--- src/rtl/pic_sched_if.sv ---
// CPU-side port bus and interrupt handshake of the pic_sched interrupt scheduler.
interface pic_sched_if;
    logic        port_clk;
    logic [15:0] port;
    logic [7:0]  port_o;
    logic        port_w;
    logic [7:0]  port_i;
    logic [7:0]  irq_line;
    logic        intr;
    logic [7:0]  irq;
    logic        intr_latch;

    modport master (
        output port_clk, port, port_o, port_w, irq_line, intr_latch,
        input  port_i, intr, irq
    );

    modport slave (
        input  port_clk, port, port_o, port_w, irq_line, intr_latch,
        output port_i, intr, irq
    );
endinterface

--- src/rtl/pic_sched.sv ---
// 8-input 8259-style interrupt scheduler: edge capture, fixed priority with nesting, toggle handshake.
// Optional macro PIC_AUTO_EOI_EN: the ack retires the request without setting ISR.
module pic_sched #(
    parameter logic [15:0] PORT_BASE  = 16'h0020,
    parameter logic [7:0]  VECT_RESET = 8'h08
) (
    input  logic        clock,
    input  logic        resetn,
    pic_sched_if.slave  bus
);
`ifdef PIC_AUTO_EOI_EN
    localparam logic AUTO_EOI = 1'b1;
`else
    localparam logic AUTO_EOI = 1'b0;
`endif

    typedef enum logic [0:0] {IDLE = 1'b0, WAIT = 1'b1} state_t;

    state_t      state_q, state_d;
    logic [7:0]  imr_q, imr_d;
    logic [7:0]  irr_q, irr_d;
    logic [7:0]  isr_q, isr_d;
    logic [4:0]  base_q, base_d;
    logic        rsel_q, rsel_d;
    logic        init_pend_q, init_pend_d;
    logic [7:0]  irq_prev_q;
    logic [2:0]  cur_q, cur_d;
    logic        intr_q, intr_d;
    logic [7:0]  irq_q, irq_d;
    logic [7:0]  port_i_q, port_i_d;

    logic        wr_cmd_s, wr_mask_s, rd_cmd_s, rd_mask_s;
    logic        ack_s;
    logic [7:0]  edge_s, isr_low_s, cand_s, cur_hot_s;

    function automatic logic [7:0] lowest_one(input logic [7:0] v);
        return v & (~v + 8'd1);
    endfunction

    function automatic logic [2:0] lowest_idx(input logic [7:0] v);
        logic [2:0] idx;
        idx = 3'd0;
        for (int i = 7; i >= 0; i--) begin
            if (v[i]) begin
                idx = i[2:0];
            end else begin
                idx = idx;
            end
        end
        return idx;
    endfunction

    assign wr_cmd_s  = bus.port_clk &  bus.port_w & (bus.port == PORT_BASE);
    assign wr_mask_s = bus.port_clk &  bus.port_w & (bus.port == (PORT_BASE + 16'd1));
    assign rd_cmd_s  = bus.port_clk & ~bus.port_w & (bus.port == PORT_BASE);
    assign rd_mask_s = bus.port_clk & ~bus.port_w & (bus.port == (PORT_BASE + 16'd1));

    assign edge_s    = bus.irq_line & ~irq_prev_q;
    assign isr_low_s = lowest_one(isr_q);
    // Bits strictly below the lowest in-service level; wraps to all-ones when ISR is empty.
    assign cand_s    = irr_q & ~imr_q & (isr_low_s - 8'd1);
    assign cur_hot_s = 8'h01 << cur_q;

    assign bus.intr   = intr_q;
    assign bus.irq    = irq_q;
    assign bus.port_i = port_i_q;

    // Presentation FSM: issue a vector, then wait for the CPU to echo intr.
    always_comb begin
        state_d = state_q;
        cur_d   = cur_q;
        intr_d  = intr_q;
        irq_d   = irq_q;
        ack_s   = 1'b0;
        case (state_q)
            IDLE: begin
                if (|cand_s) begin
                    cur_d   = lowest_idx(cand_s);
                    irq_d   = {base_q, lowest_idx(cand_s)};
                    intr_d  = ~bus.intr_latch;
                    state_d = WAIT;
                end else begin
                    state_d = IDLE;
                end
            end
            WAIT: begin
                if (bus.intr_latch == intr_q) begin
                    ack_s   = 1'b1;
                    state_d = IDLE;
                end else begin
                    state_d = WAIT;
                end
            end
            default: state_d = IDLE;
        endcase
    end

    // Register file updates from port writes, captured edges and the ack.
    always_comb begin
        imr_d       = imr_q;
        isr_d       = isr_q;
        base_d      = base_q;
        rsel_d      = rsel_q;
        init_pend_d = init_pend_q;
        port_i_d    = port_i_q;
        // A new edge on the acked line wins over the ack clear.
        irr_d       = (irr_q & ~(ack_s ? cur_hot_s : 8'h00)) | edge_s;

        if (wr_cmd_s) begin
            if (bus.port_o[4]) begin
                imr_d       = 8'h00;
                isr_d       = 8'h00;
                init_pend_d = 1'b1;
                rsel_d      = 1'b0;
            end else if (bus.port_o[7:5] == 3'b001) begin
                isr_d = isr_q & ~isr_low_s;
            end else if (bus.port_o[7:5] == 3'b011) begin
                isr_d = isr_q & ~(8'h01 << bus.port_o[2:0]);
            end else if (bus.port_o[3]) begin
                if (bus.port_o[1:0] == 2'b10) begin
                    rsel_d = 1'b0;
                end else if (bus.port_o[1:0] == 2'b11) begin
                    rsel_d = 1'b1;
                end else begin
                    rsel_d = rsel_q;
                end
            end else begin
                isr_d = isr_q;
            end
        end else if (wr_mask_s) begin
            if (init_pend_q) begin
                base_d      = bus.port_o[7:3];
                init_pend_d = 1'b0;
            end else begin
                imr_d = bus.port_o;
            end
        end else begin
            imr_d = imr_q;
        end

        if (ack_s && !AUTO_EOI) begin
            isr_d = isr_d | cur_hot_s;
        end else begin
            isr_d = isr_d;
        end

        if (rd_cmd_s) begin
            port_i_d = rsel_q ? isr_q : irr_q;
        end else if (rd_mask_s) begin
            port_i_d = imr_q;
        end else begin
            port_i_d = port_i_q;
        end
    end

    // State and output registers.
    always_ff @(posedge clock or negedge resetn) begin
        if (!resetn) begin
            state_q     <= IDLE;
            imr_q       <= 8'h00;
            irr_q       <= 8'h00;
            isr_q       <= 8'h00;
            base_q      <= VECT_RESET[7:3];
            rsel_q      <= 1'b0;
            init_pend_q <= 1'b0;
            irq_prev_q  <= 8'h00;
            cur_q       <= 3'd0;
            intr_q      <= 1'b0;
            irq_q       <= VECT_RESET;
            port_i_q    <= 8'h00;
        end else begin
            state_q     <= state_d;
            imr_q       <= imr_d;
            irr_q       <= irr_d;
            isr_q       <= isr_d;
            base_q      <= base_d;
            rsel_q      <= rsel_d;
            init_pend_q <= init_pend_d;
            irq_prev_q  <= bus.irq_line;
            cur_q       <= cur_d;
            intr_q      <= intr_d;
            irq_q       <= irq_d;
            port_i_q    <= port_i_d;
        end
    end
endmodule

--- src/flat_wrapper.sv ---
// flat-port wrapper written by rule: the top's interface ports become plain ports
module pic_sched_flat 
#(
    parameter logic [15:0] PORT_BASE  = 16'h0020,
    parameter logic [7:0]  VECT_RESET = 8'h08
)
  (clock, resetn, bus_port_clk, bus_port, bus_port_o, bus_port_w, bus_irq_line, bus_intr_latch, bus_port_i, bus_intr, bus_irq);
  pic_sched_if bus_i ();
  input  logic clock;
  input  logic resetn;
  input wire logic [$bits(bus_i.port_clk)-1:0] bus_port_clk;
  input wire logic [$bits(bus_i.port)-1:0] bus_port;
  input wire logic [$bits(bus_i.port_o)-1:0] bus_port_o;
  input wire logic [$bits(bus_i.port_w)-1:0] bus_port_w;
  input wire logic [$bits(bus_i.irq_line)-1:0] bus_irq_line;
  input wire logic [$bits(bus_i.intr_latch)-1:0] bus_intr_latch;
  output wire logic [$bits(bus_i.port_i)-1:0] bus_port_i;
  output wire logic [$bits(bus_i.intr)-1:0] bus_intr;
  output wire logic [$bits(bus_i.irq)-1:0] bus_irq;
  assign bus_i.port_clk = bus_port_clk;
  assign bus_i.port = bus_port;
  assign bus_i.port_o = bus_port_o;
  assign bus_i.port_w = bus_port_w;
  assign bus_i.irq_line = bus_irq_line;
  assign bus_i.intr_latch = bus_intr_latch;
  assign bus_port_i = bus_i.port_i;
  assign bus_intr = bus_i.intr;
  assign bus_irq = bus_i.irq;
  pic_sched #(.PORT_BASE(PORT_BASE), .VECT_RESET(VECT_RESET)) u_core (.clock(clock), .resetn(resetn), .bus(bus_i));
endmodule
--- config.mk ---
export PLATFORM = sky130hd
export DESIGN_NAME = pic_sched_flat
export DESIGN_NICKNAME = d
export VERILOG_FILES = /design/src/rtl/pic_sched_if.sv /design/src/rtl/pic_sched.sv /design/src/flat_wrapper.sv
export SDC_FILE = /design/constraint.sdc
export NUM_CORES = 1
export LEC_CHECK = 0
export BUFFER_PORTS_ARGS = -buffer_cell sky130_fd_sc_hd__buf_4
export CORE_MARGIN = 1.5
export CORE_UTILIZATION = 59
export CTS_BUF_LIST = sky130_fd_sc_hd__clkbuf_16
export DETAILED_ROUTE_END_ITERATION = 8
export PLACE_DENSITY = 0.83
export SETUP_SLACK_MARGIN = 0.3
export SLEW_MARGIN = 0
export SYNTH_ARGS = -nofsm -noshare
export SYNTH_HDL_FRONTEND = slang
export SYNTH_SLANG_ARGS = --single-unit
--- constraint.sdc ---
create_clock -name clock -period 6 [get_ports clock]
set_input_delay 0.6 -clock clock [delete_from_list [all_inputs] [get_ports clock]]
set_output_delay 0.6 -clock clock [all_outputs]
set_load 0.01 [all_outputs]
After elaboration in Yosys (flattened, before gate mapping) --
Index checks and enable logic that the tools add are counted. W data, S select, Z words.
Word-level totals: register bits after elaboration 60, output and inout bits 17, input port bits 37, word-level logic and storage cells 97
Cells by class: muxes and demuxes 35, shift-type cells 2, eq/ne operators 11, bitwise gates (word level) 25, reduce and logical (&&, ||, !) cells 10, $add $sub $neg 2
Operators by type and width (number):
- $mux W8 | 13
- $and A8 B8 Y8 | 7
- $not A8 Y8 | 6
- $eq A16 B6 Y1 const B | 2
- $mux W3 | 8
- $or A8 B8 Y8 | 2
- $shl A1 B3 Y8 const A | 2
- $mux W1 | 13
- $add A8 B1 Y8 const B | 1
- $ne A2 B2 Y1 const B | 4
- $reduce_or A8 Y1 | 1
- $sub A8 B1 Y8 const B | 1
- $and A1 B1 Y1 | 6
- $reduce_and A3 Y1 | 2
- $reduce_bool A2 Y1 | 3
- $reduce_and A5 Y1 | 1
- $eq A2 B2 Y1 const B | 2
- $not A1 Y1 | 4
- $reduce_and A2 Y1 | 2
- $eq A3 B1 Y1 const B | 1
- $eq A3 B2 Y1 const B | 1
- $reduce_bool A3 Y1 | 1
- $pmux W1 S2 | 1
- $eq A1 B1 Y1 | 1

Logic depth before layout (Yosys ltp) --
depth in word-level cells 13, depth in mapped cells 6, depth with buffers taken out 5

Least setup slack after synthesis --
OpenSTA, ideal clock, no wires.
kind in2reg, start in bus_port[10], end reg u_core.base_q[2], buffers on the path 1, required time 5875 ps, stages 6, setup time 125 ps, path slack 3939 ps, data arrival time 1937 ps, cell sequence nor4_1 -> and4_1 -> and2_1 -> and3_1 -> clkbuf_1 -> mux2_2
On the way: cells in the longest elaborated chain, start to end 4, elaborated cells on any way between the ends 6, classes of those cells eq/ne (2); bitwise (3); reduce/logical (1)
RTL lines:
- start: declaration | RTL line flat_wrapper.sv:12 | input wire logic [$bits(bus_i.port)-1:0] bus_port;
- $eq A16 B6 Y1 | RTL line pic_sched.sv:53 | assign wr_cmd_s = bus.port_clk & bus.port_w & (bus.port == PORT_BASE);
- $and A1 B1 Y1 | RTL line pic_sched.sv:53
- $not A1 Y1 (no source line)
- $reduce_and A3 Y1 (no source line) *
- end signal: assignment | RTL line pic_sched.sv:163 | base_q <= VECT_RESET[7:3];
- end signal: assignment | RTL line pic_sched.sv:176 | base_q <= base_d;
- end: declaration | RTL line pic_sched.sv:23 | logic [4:0] base_q, base_d;
Every way passes the cells marked *; elsewhere a longest branch is shown, timed or not. A chain may end at the register's enable or synchronous reset.

Final worst setup path --
start reg u_core.isr_q[0], end reg u_core.irq_q[6], in the netlist u_core.bus.irq[6]
On the way: cells in the longest elaborated chain, start to end 7
RTL lines:
- start: declaration | RTL line pic_sched.sv:22 | logic [7:0] isr_q, isr_d;
- start signal: assignment | RTL line pic_sched.sv:175 | isr_q <= isr_d;
- $not A8 Y8 | RTL line pic_sched.sv:37 | return v & (~v + 8'd1);
- $add A8 B1 Y8 | RTL line pic_sched.sv:37
- $and A8 B8 Y8 * | RTL line pic_sched.sv:37
- $sub A8 B1 Y8 * | RTL line pic_sched.sv:61 | assign cand_s = irr_q & ~imr_q & (isr_low_s - 8'd1);
- $and A8 B8 Y8 * | RTL line pic_sched.sv:61
- $reduce_or A8 Y1 * | RTL line pic_sched.sv:77 | if (|cand_s) begin
- $reduce_and A2 Y1 (no source line) *
- end signal: assignment | RTL line pic_sched.sv:182 | irq_q <= irq_d;
- end: declaration | RTL line pic_sched.sv:29 | logic [7:0] irq_q, irq_d;
Marked as above.

==> run metrics <==
commonest cells in the netlist=55 x dfrtp_1, 50 x nand2_1, 25 x o21ai_0; non-filler cells, final=388; most frequent cell after synthesis=dfrtp_1; placed inst area=0.00321 sq mm; Vias/cell=approximately 6; synthesized cell area=0.00279 sq mm; Final Hold Fails=0; Antenna Cells=0; Final Max Slew Viols=0; IO Pins=54; final worst path period share=0.368; FF/Latch Area=~0.0014 sq mm; failing checks=DRC; number of fill cells=300; CTS tree=built; largest net degree at the start of global routing=58; pre-CTS setup slack=3.57 ns; clock buffer depth=2; Area Overhead vs Synth=25.1%; PD cells=314 mW/mm^2; total power=around 1.1 mW; Syn Area/Cell=approximately 10 sq um; #FFs+latches synth=57; Post-DRT Antenna Nets=0; kind of critical path=reg -> reg; starting DRC count in detailed routing=282; GRT overflow=0; DRC=4; # Post-CTS Setup Buffers=0; ys async rst share=1.00; Synth Flop Type=dfrtp_1; critical-path maximum fanout=8; Die Area=0.00515 sq mm; setup TNS=0 ns; Hold-fix buffers, CTS=0; Starting Density=0.628; Wirelength per Cell=16.4 um; RSZ-0062 raised after global routing=no; Placer Congestion=0.943; setup ws final=3.79 ns; Total GRT Usage=0.281; top cell type's share of synthesized area=0.493; Yosys warnings=0; WP data required=approximately 6.2 ns; post-synth cell types=47; TritonRoute pass-1 iters=6; global-route wire length before repair=between 10000 and 15000 um; area of the multi-input gates=approximately 0.0013 sq mm; # nets final=368; min Tclk post-route=2.21 ns; Final Skew=~0.0066 ns; Setup crit end kind=flop; vias in the first global route=2289; initial antenna violation count=0; Max Clk Rate=about 450 MHz; DP HPWL=4500 um; syn_nets=between 300 and 400; core footprint=~0.0044 sq mm; static leakage=1.64 nW; Root Driver=clkbuf_16; startpoint types=flop; H-tree Lvls=3; Crit path arrival time=2.41 ns; placed insts=372; clock sinks=57; final wirelength=6360 um; outcome=finished, violations left; final setup fails=0; post-synthesis sequential area ratio=0.512; DIE WIDTH=around 72 um; Finished Cell Area=0.00349 sq mm; EDFF count, synth=0; Worst Hold Class=in -> async; Max-cap violations=0; Die Y-Extent=slightly above 70 um; share of layout cells above drive strength 1=0.283; number of port buffers=53; area leader, netlist=dfrtp_1; CTS buffer count=9; Reg clk slew, reported paths=0.05 ns; Clock Latency Late Sink=approximately 0.33 ns; Slew Limit Headroom=0.529; Mapped Cells=279; worst slew pin tran=0.706 ns; Max IR drop VDD=0.250 mV; row cnt=24; CTS resizes=0; leading post-synthesis cells by cell area=dfrtp_1 49%, mux2_2 8.1%, nand2_1 6.7%; routed via count=roughly 2.3k
[placed cells by master (no fill, tap or decap), types with 3 or more instances in the layout]
master     synthesis  final
nand3_1           11     11
nor4_1             4      4
a21oi_1            8      8
o21ai_0           25     25
clkbuf_16          0      9
nand2b_1           4      4
nand3b_1           4      4
nor2_1             8      8
clkinv_2           0      3
dfrtp_1           55     55
buf_4              0     53
o311ai_0           7      7
a31oi_1            3      3
inv_1             14     17
nor3_1             3      3
mux2i_1            9      9
mux2_2            20     20
nand2_1           50     50
nor2b_1            7      7
[registers in the layout (all words and copies together), names as in the netlist, 5 cells and up]
name               count
u_core.base_q          5
u_core.irq_prev_q      8
u_core.bus.irq         8
u_core.irr_q           8
u_core.bus.port_i      8
u_core.isr_q           8
u_core.imr_q           8
[worst max-delay path, stage by stage, from the launching register on]
cell and delay, ns:
dfrtp_1 0.44, or2_4 0.27, nor4b_1 0.50, nor3_2 0.16, a21oi_4 0.33, mux2_2 0.38
[final timing paths]
check                                     start              endpoint  slack (ns)  depth (start not counted)
max                             u_core.isr_q[0]     u_core.bus.irq[6]        3.79                          5
min                                      resetn  u_core.bus.port_i[7]        0.31                          1
max reg2reg                     u_core.isr_q[0]     u_core.bus.irq[6]        3.79                          5
min reg2reg                u_core.irq_prev_q[5]       u_core.irr_q[5]        0.41                          1
max in group asynchronous                resetn       u_core.irr_q[6]        5.20                          1
min in group clock              bus_irq_line[1]  u_core.irq_prev_q[1]        0.39                          1
[per-stage QoR]
| step | hold slack (ns) | util |
|---|---|---|
| 5_1_grt | 0.381 | 0.785 |
| 2_1_floorplan | 0.304 | - |
| 3_5_place_dp | 0.407 | 0.722 |
| 6_report | 0.315 | 0.785 |
| 4_1_cts | 0.350 | 0.785 |
| 3_3_place_gp | 0.401 | 0.722 |
[area by class of cell]
type / count / area share
clock buffer: 9 / 0.0645
clock inverter: 7 / 0.0161
inverter: 14 / 0.0151
multi-input combinational: 196 / 0.362
sequential: 57 / 0.409
tap: 52 / 0.0186
timing repair buffer: 53 / 0.114
[power by group]
part	total [mW]	internal [mW]	switching, mW
clock	0.476	0.313	0.163
combinational	0.152	0.0704	0.0812
sequential	0.467	0.424	0.0427
total	1.09	0.808	0.287
[metal layers]
layer / GRT usage / wire, um / vias up
met5: 0 / 0 / -
met4: 0.117 / 121 / 0
met3: 0.0914 / 489 / 15
met2: 0.430 / 3020 / 86
met1: 0.371 / 2730 / 1119
li1: - / - / 1111
[logic make-up (layout without fill, tap and decap cells)]
group	count (synthesis)	in the layout	synth area share
flops	57	57	0.512
simple gates	106	106	0.193
mux	29	29	0.113
buf+inv	26	83	0.0350
xor+xnor	1	1	0.00314
compound gates	60	60	0.144
(Power assumes the default switching activity.)
